## src/rtl/cmn_arb_pkg.sv

```systemverilog
// Shared arbiter helpers: lock FSM encoding, reset priority matrix, one-hot to index.
package cmn_arb_pkg;

  localparam int MAX_W = 32;

  typedef enum logic {UNLOCKED = 1'b0, LOCKED = 1'b1} lock_state_e;

  // Lower index wins initially: row i has ones in every column j<i.
  function automatic logic [MAX_W-1:0][MAX_W-1:0] pri_reset(input int w);
    pri_reset = '0;
    for (int i = 0; i < MAX_W; i++)
      for (int j = 0; j < MAX_W; j++)
        if (i < w && j < i) pri_reset[i][j] = 1'b1;
  endfunction

  function automatic logic [4:0] oh2idx(input logic [MAX_W-1:0] oh);
    oh2idx = '0;
    for (int i = 0; i < MAX_W; i++)
      if (oh[i]) oh2idx = oh2idx | 5'(i);
  endfunction

endpackage

```

## src/rtl/cmn_arb_matrix_sel.sv

```systemverilog
// Matrix-arbiter candidate pick: a requester wins when no valid requester beats it.
module cmn_arb_matrix_sel #(
  parameter int WIDTH = 4
) (
  input  logic [WIDTH-1:0][WIDTH-1:0] pri,
  input  logic [WIDTH-1:0]            vld,
  output logic [WIDTH-1:0]            onehot
);

  for (genvar i = 0; i < WIDTH; i++) begin : g_lane
    assign onehot[i] = vld[i] & ~|(vld & pri[i]);
  end

endmodule

```

## src/rtl/cmn_arb_vr_lru_lock.sv

```systemverilog
// Valid/ready LRU matrix arbiter with optional multi-beat grant lock.
module cmn_arb_vr_lru_lock
  import cmn_arb_pkg::*;
#(
  parameter int WIDTH   = 4,
  parameter int LOCK_EN = 1,
  parameter int IDX_W   = $clog2(WIDTH)
) (
  input  logic             clk,
  input  logic             rst,
  input  logic [WIDTH-1:0] v_vld_s,
  input  logic [WIDTH-1:0] v_last_s,
  output logic [WIDTH-1:0] v_rdy_s,
  output logic             vld_m,
  input  logic             rdy_m,
  output logic [WIDTH-1:0] sel_oh,
  output logic [IDX_W-1:0] sel_idx,
  output logic             locked
);

  localparam logic [MAX_W-1:0][MAX_W-1:0] PRI_RST = pri_reset(WIDTH);

  logic [WIDTH-1:0][WIDTH-1:0] pri, pri_nxt;
  lock_state_e                 state, state_nxt;
  logic [WIDTH-1:0]            owner, owner_nxt, cand;
  logic                        hs, last_g, done;

  cmn_arb_matrix_sel #(.WIDTH(WIDTH)) u_sel (
    .pri    (pri),
    .vld    (v_vld_s),
    .onehot (cand)
  );

  assign locked  = (state == LOCKED);
  assign sel_oh  = locked ? owner : cand;
  assign sel_idx = IDX_W'(oh2idx(MAX_W'(sel_oh)));
  assign vld_m   = |(v_vld_s & sel_oh);
  assign v_rdy_s = sel_oh & v_vld_s & {WIDTH{rdy_m}};
  assign hs      = vld_m & rdy_m;
  assign last_g  = |(v_last_s & sel_oh);
  assign done    = hs & ((LOCK_EN == 0) | last_g);

  always_comb begin
    state_nxt = state;
    owner_nxt = owner;
    case (state)
      UNLOCKED: if (hs && LOCK_EN != 0 && !last_g) begin
        state_nxt = LOCKED;
        owner_nxt = sel_oh;
      end
      LOCKED:   if (hs && last_g) state_nxt = UNLOCKED;
      default:  state_nxt = UNLOCKED;
    endcase
  end

  // Completed grant g drops to LRU: everyone beats g, g beats no one.
  always_comb begin
    pri_nxt = pri;
    if (done)
      for (int i = 0; i < WIDTH; i++)
        for (int j = 0; j < WIDTH; j++)
          if (i == j)         pri_nxt[i][j] = 1'b0;
          else if (sel_oh[i]) pri_nxt[i][j] = 1'b1;
          else if (sel_oh[j]) pri_nxt[i][j] = 1'b0;
  end

  always_ff @(posedge clk) begin
    if (rst) begin
      state <= UNLOCKED;
      owner <= '0;
      for (int i = 0; i < WIDTH; i++) pri[i] <= PRI_RST[i][WIDTH-1:0];
    end else begin
      state <= state_nxt;
      owner <= owner_nxt;
      pri   <= pri_nxt;
    end
  end

endmodule

```

## config.mk

```make
export PLATFORM = sky130hd
export DESIGN_NAME = cmn_arb_vr_lru_lock
export DESIGN_NICKNAME = d
export VERILOG_FILES = /design/src/rtl/cmn_arb_pkg.sv /design/src/rtl/cmn_arb_matrix_sel.sv /design/src/rtl/cmn_arb_vr_lru_lock.sv
export SDC_FILE = /design/constraint.sdc
export NUM_CORES = 1
export LEC_CHECK = 0
export CAP_MARGIN = 20
export CORE_MARGIN = 2
export CORE_UTILIZATION = 42
export CTS_CLUSTER_SIZE = 12
export DETAILED_ROUTE_END_ITERATION = 7
export PLACE_DENSITY = 0.73
export SYNTH_ARGS = -nofsm -noshare
export SYNTH_HDL_FRONTEND = slang
export SYNTH_SLANG_ARGS = --single-unit
```

## constraint.sdc

```tcl
create_clock -name clk -period 1.9 [get_ports clk]
set_input_delay 0.38 -clock clk [delete_from_list [all_inputs] [get_ports clk]]
set_output_delay 0.38 -clock clk [all_outputs]
set_load 0.03 [all_outputs]
```

======== Word level (Yosys, flattened, before mapping) ========
Cells that the tools add are included.
operators by class
  reduce and logical (&&, ||, !) cells .... 26
  mux-type cells .......................... 23
  bitwise logic cells ..................... 14
operators with widths
  cell               number
  $and 4x4->4        6
  $reduce_or 4->1    6
  $mux 1             19
  $reduce_and 2->1   7
  $reduce_bool 2->1  6
  $and 1x1->1        6
  $logic_not 1->1    5
  $and 4x3->4        1
  $mux 2             2
  $mux 4             1
  $logic_and 1x1->1  2
  $pmux 1 s2         1
  $not 1->1          1
word-level totals
  register bits after elaboration ......... 17
  bits of input ports ..................... 11

======== Logic depth before layout (Yosys ltp) ========
Gate-level depths: netlist of the first run.
  depth after elaboration ................. 11
  gate-level depth with buffers ........... 7
  gate-level depth less buffers ........... 5

======== Cells and area by module ========
A second synthesis of the first run with hierarchy kept.
second synthesis, totals
  cells, all modules ...................... 100
  area total of the unflattened synthesis .. 987.2 µm²
modules (own cells, without submodules)
  module               cells an instance  instances  area an instance (µm²)  seq. area each (µm²)
  cmn_arb_vr_lru_lock  88                 1          902.1                   340.3
  cmn_arb_matrix_sel   12                 1          85.1                    0.0

======== Worst setup path before layout of the first run ========
OpenSTA, ideal clock, no wires.
  path type ............................... register to register
  from .................................... register with a tool-made name
  to ...................................... register pri[12] in the netlist's numbering
  path buffers ............................ 1
  period minus slack after synthesis ...... 2252 ps
  data arrival time ....................... 2132 ps
  setup slack ............................. -352 ps
  data required time ...................... 1780 ps
  stages on the path, launching flop included .. 7
  setup time .............................. 120 ps
  cells stage by stage .................... dfxtp_1 > nand2b_1 > o31ai_2 > a22o_1 > buf_2 > o211ai_2 > a211o_1
RTL lines
  element               RTL line                   RTL
  to (signal assigned)  cmn_arb_vr_lru_lock.sv:75  pri <= pri_nxt;
  to (decl)             cmn_arb_vr_lru_lock.sv:23  logic [WIDTH-1:0][WIDTH-1:0] pri, pri_nxt;

======== Worst setup path after layout of the first run ========
  from .................................... register pri[14] in the netlist's numbering
  to ...................................... output port vld_m
between the ends
  longest elaborated chain between the ends .. 7
ends and longest elaborated chain
  element          RTL line                   RTL
  $and 4x3->4      cmn_arb_matrix_sel.sv:11   assign onehot[i] = vld[i] & ~|(vld & pri[i]);
  $reduce_or 4->1  cmn_arb_matrix_sel.sv:11
  $logic_not 1->1  cmn_arb_matrix_sel.sv:11
  $and 1x1->1      cmn_arb_matrix_sel.sv:11
  $mux 4           cmn_arb_vr_lru_lock.sv:35  assign sel_oh = locked ? owner : cand;
  $and 4x4->4      cmn_arb_vr_lru_lock.sv:37  assign vld_m = |(v_vld_s & sel_oh);
  $reduce_or 4->1  cmn_arb_vr_lru_lock.sv:37
  to (decl)        cmn_arb_vr_lru_lock.sv:14  output logic vld_m,
No other way between the ends.

==> impl_results.md, run 1 <==
* CTS Buffer Depth at 2
* Final WS setup at -124 ps
* Area grow syn2layout at 84.2%
* DP Wirelength at 2210 um
* Total clock sinks at 17
* DP Worst Slack at -646 ps
* Worst Reg2Reg Path Length in Cells at 6
* Register area share after synthesis at 37.6%
* Worst clock skew at 2.90 ps
* Commonest non-fill, non-tap cells in the layout: buf_4, nand2_1, dfxtp_1, buf_6, clkdlybuf4s50_1
* Initial core utilization at 45.2%
* Largest net degree at the start of global routing at 13
* Syn Area/Cell at 9.23 um^2
* Die area at 2540 um^2
* Final period util at 107%
* M2 GR Usage at 51.5%
* Antenna diodes at 0
* Syn Inst Count at 98
* GR Util met1 at 34.9%
* Worst-Margin Slew at 351 ps
* Antenna viol nets, final at 0
* Final WL at 3600 um
* Gr ovfl total at 0
* Asr flop ratio synth at 0%
* Total track usage at 29.8%
* Fill cell count at 119
* Post-synth cell types at 36
* Core Footprint at 2000 um^2
* Worst skew pair latency at 310 ps
* Switch Pwr at 0.000374 W
* Commonest non-fill, non-tap cell in the layout: buf_4
* Internal power at 0.000685 W
* Synth Flop Type: dfxtp_1
* Setup crit end kind: primary output
* Root Buffer Master: clkbuf_4
* CP max FO at 3
* Number of buffers created by CTS at 3
* Initial antenna violation count at 0
* Peak supply drop at 630 uV
* Fin cells at 184
* Arr. time, crit path at 1640 ps
* Status: finished, violations left
* Switching Fraction at 35.3%
* CTS tree: yes
* Die X at 50.4 um
* Mapped Nets at 109
* Reg2Reg Capture Point: owner[3]
* Reg2reg start: pri[14]
* Pins Over Slew Limit at 0
* Iter 0 DRT Violations at 59
* Logic pwr share at 43.0%
* Static Leak at 0.706 nW
* Unrepaired setup endpoints after global routing: yes
* Reg2reg setup slack at -120 ps
* Chip Height at 50.4 um
* First-pass GRT wire length at 5580 um
* Slew headroom at 76.5%
* Drt pass-1 iters at 4
* Total power at 0.00106 W
* Synth Register Bits at 17
* Routability cong. at 0.884
* Type of the worst min-delay path: flip-flop to flip-flop
* Yosys warns at 0
* Cts hold-fix bufs at 0
* Vias per cell at 6.24
* Clock power share at 19.4%
* I/O Buffers at 22
* Met3 Usage GRT at 6.25%
* F_max at 0.494 GHz
* Placed Cells at 166
* Max-Cap Viols at 0
* Hold Violations, Final at 0
* Layout cells sized above 1 at 56.1%
* Setup crit end: vld_m
* Via count at 1148
* Failing checks: negative setup slack
* Post-synth EDFFs at 0
* Vias in the first global route at 1125
* Routed WL per cell at 19.5 um
* Num ports at 23
* Cell Area, Synth at 905 um^2
* CP startpoint kind: flip-flop
* Std cell rows at 16
* Min Hold Slack at 474 ps
* Worst EP required at 1520 ps
* H-tree levels at 1
* Flop pwr share at 37.5%
* Final min period at 2020 ps
* CP startpoint: pri[14]
* Final setup viols at 22
* Pwr Density at 635 nW/um^2
* Fin nets at 169
* Clock slew at reported path FFs at 100 ps
* Crit path kind: flip-flop to primary output
* Top Usage Layer GRT: met2
* DRC viols at 0
[sequential cells by signal, summed over array words and instances, names as in the netlist, named ones only]
| signal | flops |
|---|---|
| pri | 12 |
| owner | 4 |
[Yosys cell counts (2+ instances only)]
| cell | count | area, um^2 |
|---|---|---|
| a211o_1 | 6 | 52.6 |
| a21oi_1 | 4 | 20.0 |
| a22o_1 | 3 | 26.3 |
| a22oi_1 | 3 | 22.5 |
| a31oi_1 | 3 | 18.8 |
| a32o_2 | 2 | 22.5 |
| and3_1 | 2 | 12.5 |
| clkbuf_1 | 2 | 7.51 |
| dfxtp_1 | 17 | 340 |
| inv_1 | 2 | 7.51 |
| mux2i_1 | 4 | 40.0 |
| nand2_1 | 15 | 56.3 |
| nor2_1 | 4 | 15.0 |
| o211a_1 | 3 | 30.0 |
| o211ai_1 | 2 | 15.0 |
| o21ai_1 | 2 | 10.0 |
| o22ai_1 | 4 | 25.0 |
| or2_2 | 2 | 12.5 |
[per-layer routing]
metal	vias to the layer above	part of all wire (%)
met3	17	7.4
met4	0	3.9
met2	75	51
met1	550	38
li1	506	-
met5	-	0
[power groups by stage]
stage	clock network, W	logic (W)	registers [W]
6_report	0.000206	0.000456	0.000397
5_1_grt	0.000218	0.000476	0.000399
4_1_cts	0.000201	0.000423	0.000394
3_5_place_dp	0	0.000319	0.000402
3_3_place_gp	0	0.000314	0.000401
2_1_floorplan	0	0.000184	0.000397
[metrics by stage]
stage / utilization, % / setup TNS (ps) / cell area, um^2
2_1_floorplan: - / -124 / 942
3_3_place_gp: 65.5 / -12950 / 1310
3_5_place_dp: 65.5 / -13600 / 1310
4_1_cts: 79.8 / -941 / 1600
5_1_grt: 83.3 / -2390 / 1670
6_report: 83.3 / -1260 / 1670
[worst max-delay path: stages, from the launching register on]
cell and delay [ps]:
dfxtp_2 350, a22o_4 280, o31a_1 330, buf_6 160, nand4_1 80, buf_6 140
[layout make-up]
| cell class | count | area [um^2] | area share, % |
|---|---|---|---|
| Multi-Input combinational cell | 74 | 694 | 41.7 |
| Timing Repair Buffer | 60 | 558 | 33.5 |
| Sequential cell | 17 | 345 | 20.7 |
| Tap cell | 27 | 33.8 | 2.03 |
| Clock buffer | 3 | 22.5 | 1.35 |
| Inverter | 2 | 7.51 | 0.450 |
| Clock inverter | 1 | 5.00 | 0.300 |
[kinds of logic (layout without fill, tap and decap cells)]
logic type / after synthesis / count (layout) / share of synthesized area (%)
AOI/OAI and AO/OA: 39 / 39 / 35.5
buffers and inverters: 7 / 66 / 4.29
DFF: 17 / 17 / 37.6
muxes: 4 / 4 / 4.43
and+or+nand+nor: 31 / 31 / 18.1
[worst min path at each step]
| stage | from | endpoint | slack [ps] | cells past startpoint |
|---|---|---|---|---|
| 5_1_grt | pri[7] | pri[7] | 510 | 2 |
| 6_report | pri[6] | pri[6] | 470 | 2 |
| 3_3_place_gp | pri[6] | pri[6] | 440 | 2 |
| 3_5_place_dp | pri[6] | pri[6] | 450 | 2 |
| 2_1_floorplan | pri[7] | pri[7] | 430 | 2 |
| 4_1_cts | pri[2] | pri[2] | 470 | 2 |
[repair_timing]
action / CTS / global route
pin swaps: 4 / 8
endpoints found under the setup margin: 28 / 28
gates cloned: 1 / 0
setup buffers: 10 / 4
gates resized for setup: 40 / 18
No activity file was read; power rests on OpenSTA's default activity.
==> run 2, diff against run 1 <==
CTS_CLUSTER_DIAMETER = 60   (was default)
PLACE_DENSITY = default   (was 0.73)
PLACE_DENSITY_LB_ADDON = 0.3   (was default)
==> run 2 against run 1 <==
Against the previous run: the run still ends with negative setup slack left; combinational power shrank 5.0%; first-iteration DRC count is 36% lower; critical path depth increased by 1; clock power fell by 4%; via count is 4.4% lower; largest cell class unchanged.
==> impl_results.md, run 2 (synthesis results as in run 1) <==
* Vias per cell at 6.03 (was 6.24)
* Num ports at 23 (unchanged)
* GR Util met1 at 31.2% (was 34.9%)
* Cts hold-fix bufs at 0 (unchanged)
* Die X at 50.4 um (unchanged)
* CTS tree: yes (unchanged)
* Multi-input logic area at 679 um^2 (was 694 um^2)
* Antenna diodes at 0 (unchanged)
* Routability cong. at 0.867 (was 0.884)
* Setup crit end kind: primary output (unchanged)
* Total clock sinks at 17 (unchanged)
* Placed Cells at 171 (was 166)
* Layout cells sized above 1 at 56.8% (was 56.1%)
* Initial core utilization at 45.2% (unchanged)
* Final WL at 3410 um (was 3600 um)
* CP max FO at 3 (unchanged)
* Final WS setup at -145 ps (was -124 ps)
* Fin nets at 167 (was 169)
* Status: finished, violations left (unchanged)
* Antenna viol nets, final at 0 (unchanged)
* CTS Buffer Depth at 2 (unchanged)
* Via count at 1098 (was 1148)
* Register area at 345 um^2 (unchanged)
* Final period util at 108% (was 107%)
* DP Wirelength at 2100 um (was 2210 um)
* Worst skew pair latency at 290 ps (was 310 ps)
* Number of buffers created by CTS at 3 (unchanged)
* Total track usage at 25.3% (was 29.8%)
* First-pass GRT wire length at 4890 um (was 5580 um)
* Top Usage Layer GRT: met2 (unchanged)
* Crit-path cells: a22o_4 -> buf_6 -> o31a_1 -> buf_6 -> nand4_1 -> buf_6 (was a22o_4 -> o31a_1 -> buf_6 -> nand4_1 -> buf_6)
* Crit path kind: flip-flop to primary output (unchanged)
* Final setup viols at 26 (was 22)
* Die area at 2540 um^2 (unchanged)
* Top reg by flops: pri (unchanged)
* I/O Buffers at 22 (unchanged)
* Iter 0 DRT Violations at 38 (was 59)
* Slowest CP cell: dfxtp_2 (unchanged)
* Worst EP required at 1520 ps (about the same)
* Peak supply drop at 700 uV (was 630 uV)
* F_max at 0.489 GHz (was 0.494 GHz)
* CP startpoint kind: flip-flop (unchanged)
* Fill cell count at 125 (was 119)
* Largest net degree at the start of global routing at 13 (unchanged)
* Drt pass-1 iters at 7 (was 4)
* Chip Height at 50.4 um (unchanged)
* Met3 Usage GRT at 3.27% (was 6.25%)
* Initial antenna violation count at 0 (unchanged)
* Std cell rows at 16 (unchanged)
* CP Buf/Inv Count at 3 (was 2)
* Biggest regs: pri (12), owner (4) (unchanged)
* Max-Cap Viols at 0 (unchanged)
* Gr ovfl total at 0 (unchanged)
* Vias in the first global route at 1022 (was 1125)
* Hold Violations, Final at 0 (unchanged)
* Fin cells at 182 (was 184)
* Max reg flops at 12 (unchanged)
* Top delay family on crit path: compound AO/OA/AOI/OAI gates (unchanged)
* Cell Area, Placed at 1370 um^2 (was 1310 um^2)
* Root Buffer Master: clkbuf_4 (unchanged)
* Core Footprint at 2000 um^2 (unchanged)
* Arr. time, crit path at 1660 ps (was 1640 ps)
* DRC viols at 0 (unchanged)
* Commonest non-fill, non-tap cells in the layout: buf_4, buf_6, nand2_1, dfxtp_1, clkdlybuf4s50_1 (was buf_4, nand2_1, dfxtp_1, buf_6, clkdlybuf4s50_1)
* Worst clock skew at 6.96 ps (was 2.90 ps)
* Slew headroom at 78.1% (was 76.5%)
* Static Leak at 0.696 nW (was 0.706 nW)
* Final min period at 2040 ps (was 2020 ps)
* Pins Over Slew Limit at 0 (unchanged)
* Failing checks: negative setup slack (unchanged)
* Pwr Density at 633 nW/um^2 (was 635 nW/um^2)
* Commonest non-fill, non-tap cell in the layout: buf_4 (unchanged)
* Clock slew at reported path FFs at 110 ps (was 100 ps)
* Unrepaired setup endpoints after global routing: yes (unchanged)
* M2 GR Usage at 44.5% (was 51.5%)
* Fin area at 1620 um^2 (was 1670 um^2)
* Area grow syn2layout at 78.8% (was 84.2%)
* Most used cell, CP: buf_6 (unchanged)
* Worst-Margin Slew at 326 ps (was 351 ps)
* Routed WL per cell at 18.7 um (was 19.5 um)
* H-tree levels at 1 (unchanged)
* Slowest stage delay, CP at 350 ps (about the same)
* Type of the worst min-delay path: flip-flop to flip-flop (unchanged)
-- run 2: changes by cell type in the layout (fill, tap and decap cells not counted), moves of 2 or more --
cell             previous run  this run
clkdlybuf4s15_2             3         0
o22ai_1                     4         1
buf_4                      32        29
buf_6                      15        17
a22oi_2                     3         1
a22oi_1                     0         2
nor2_1                      1         3
nor2_2                      2         0
and3_4                      2         0
clkbuf_2                    0         2
o22ai_2                     0         3
-- run 2: layout make-up --
type | instances | area share [%]
Clock buffer | 3 | 1.39
Clock inverter | 1 | 0.309
Inverter | 2 | 0.464
Multi-Input combinational cell | 74 | 42.0
Sequential cell | 17 | 21.3
Tap cell | 27 | 2.09
Timing Repair Buffer | 58 | 32.4
-- run 2: timing repair --
action                     4_1_cts  5_1_grt
buffers inserted                 6        1
pin swaps                       24        8
hold endpoints to repair         0        0
cloned                           0        0
setup endpoints to repair       28       27
resized for setup               43       25
-- run 2: worst paths after layout --
kind	cells past startpoint	slack [ps]	endpoint	from
min reg2reg	1	480	pri[13]	pri[13]
max	6	-140	vld_m	pri[14]
max reg2reg	8	-130	pri[14]	pri[14]
min	1	480	pri[13]	pri[13]
-- run 2: worst reg2reg max path: cells and delay by family (launching register included) --
family | cells | cell delay (ps)
compound gates | 5 | 1140
buf+inv | 3 | 430
flops | 1 | 350
-- run 2: metrics by stage --
stage | setup slack (ps) | power, W | hold slack, ps | utilization, % | setup TNS [ps]
CTS | -194 | 0.000980 | 474 | 76.8 | -1370
detailed placement | -729 | 0.000741 | 447 | 68.3 | -15230
floorplan | -31.0 | 0.000582 | 429 | - | -124
global placement | -727 | 0.000730 | 439 | 68.3 | -14320
global route | -182 | 0.00107 | 502 | 80.8 | -2990
finish | -145 | 0.00102 | 476 | 80.8 | -1640
-- run 2: power by group --
| part | internal (W) | switching, W | leakage [nW] |
|---|---|---|---|
| Clock | 0.0000781 | 0.000119 | 0.0177 |
| Sequential | 0.000375 | 0.0000195 | 0.138 |
| Combinational | 0.000217 | 0.000216 | 0.540 |
-- run 2: per-layer routing --
metal	vias up	part of all wire, %
met2	47	54
met4	0	1.1
met5	-	0
met3	4	4.6
met1	550	40
li1	497	-
==> run 3, diff against run 2 <==
HOLD_SLACK_MARGIN = 0.08   (was default)
==> results of run 3 <==
The final DEF is identical to that of run 2; final timing and power are the same.
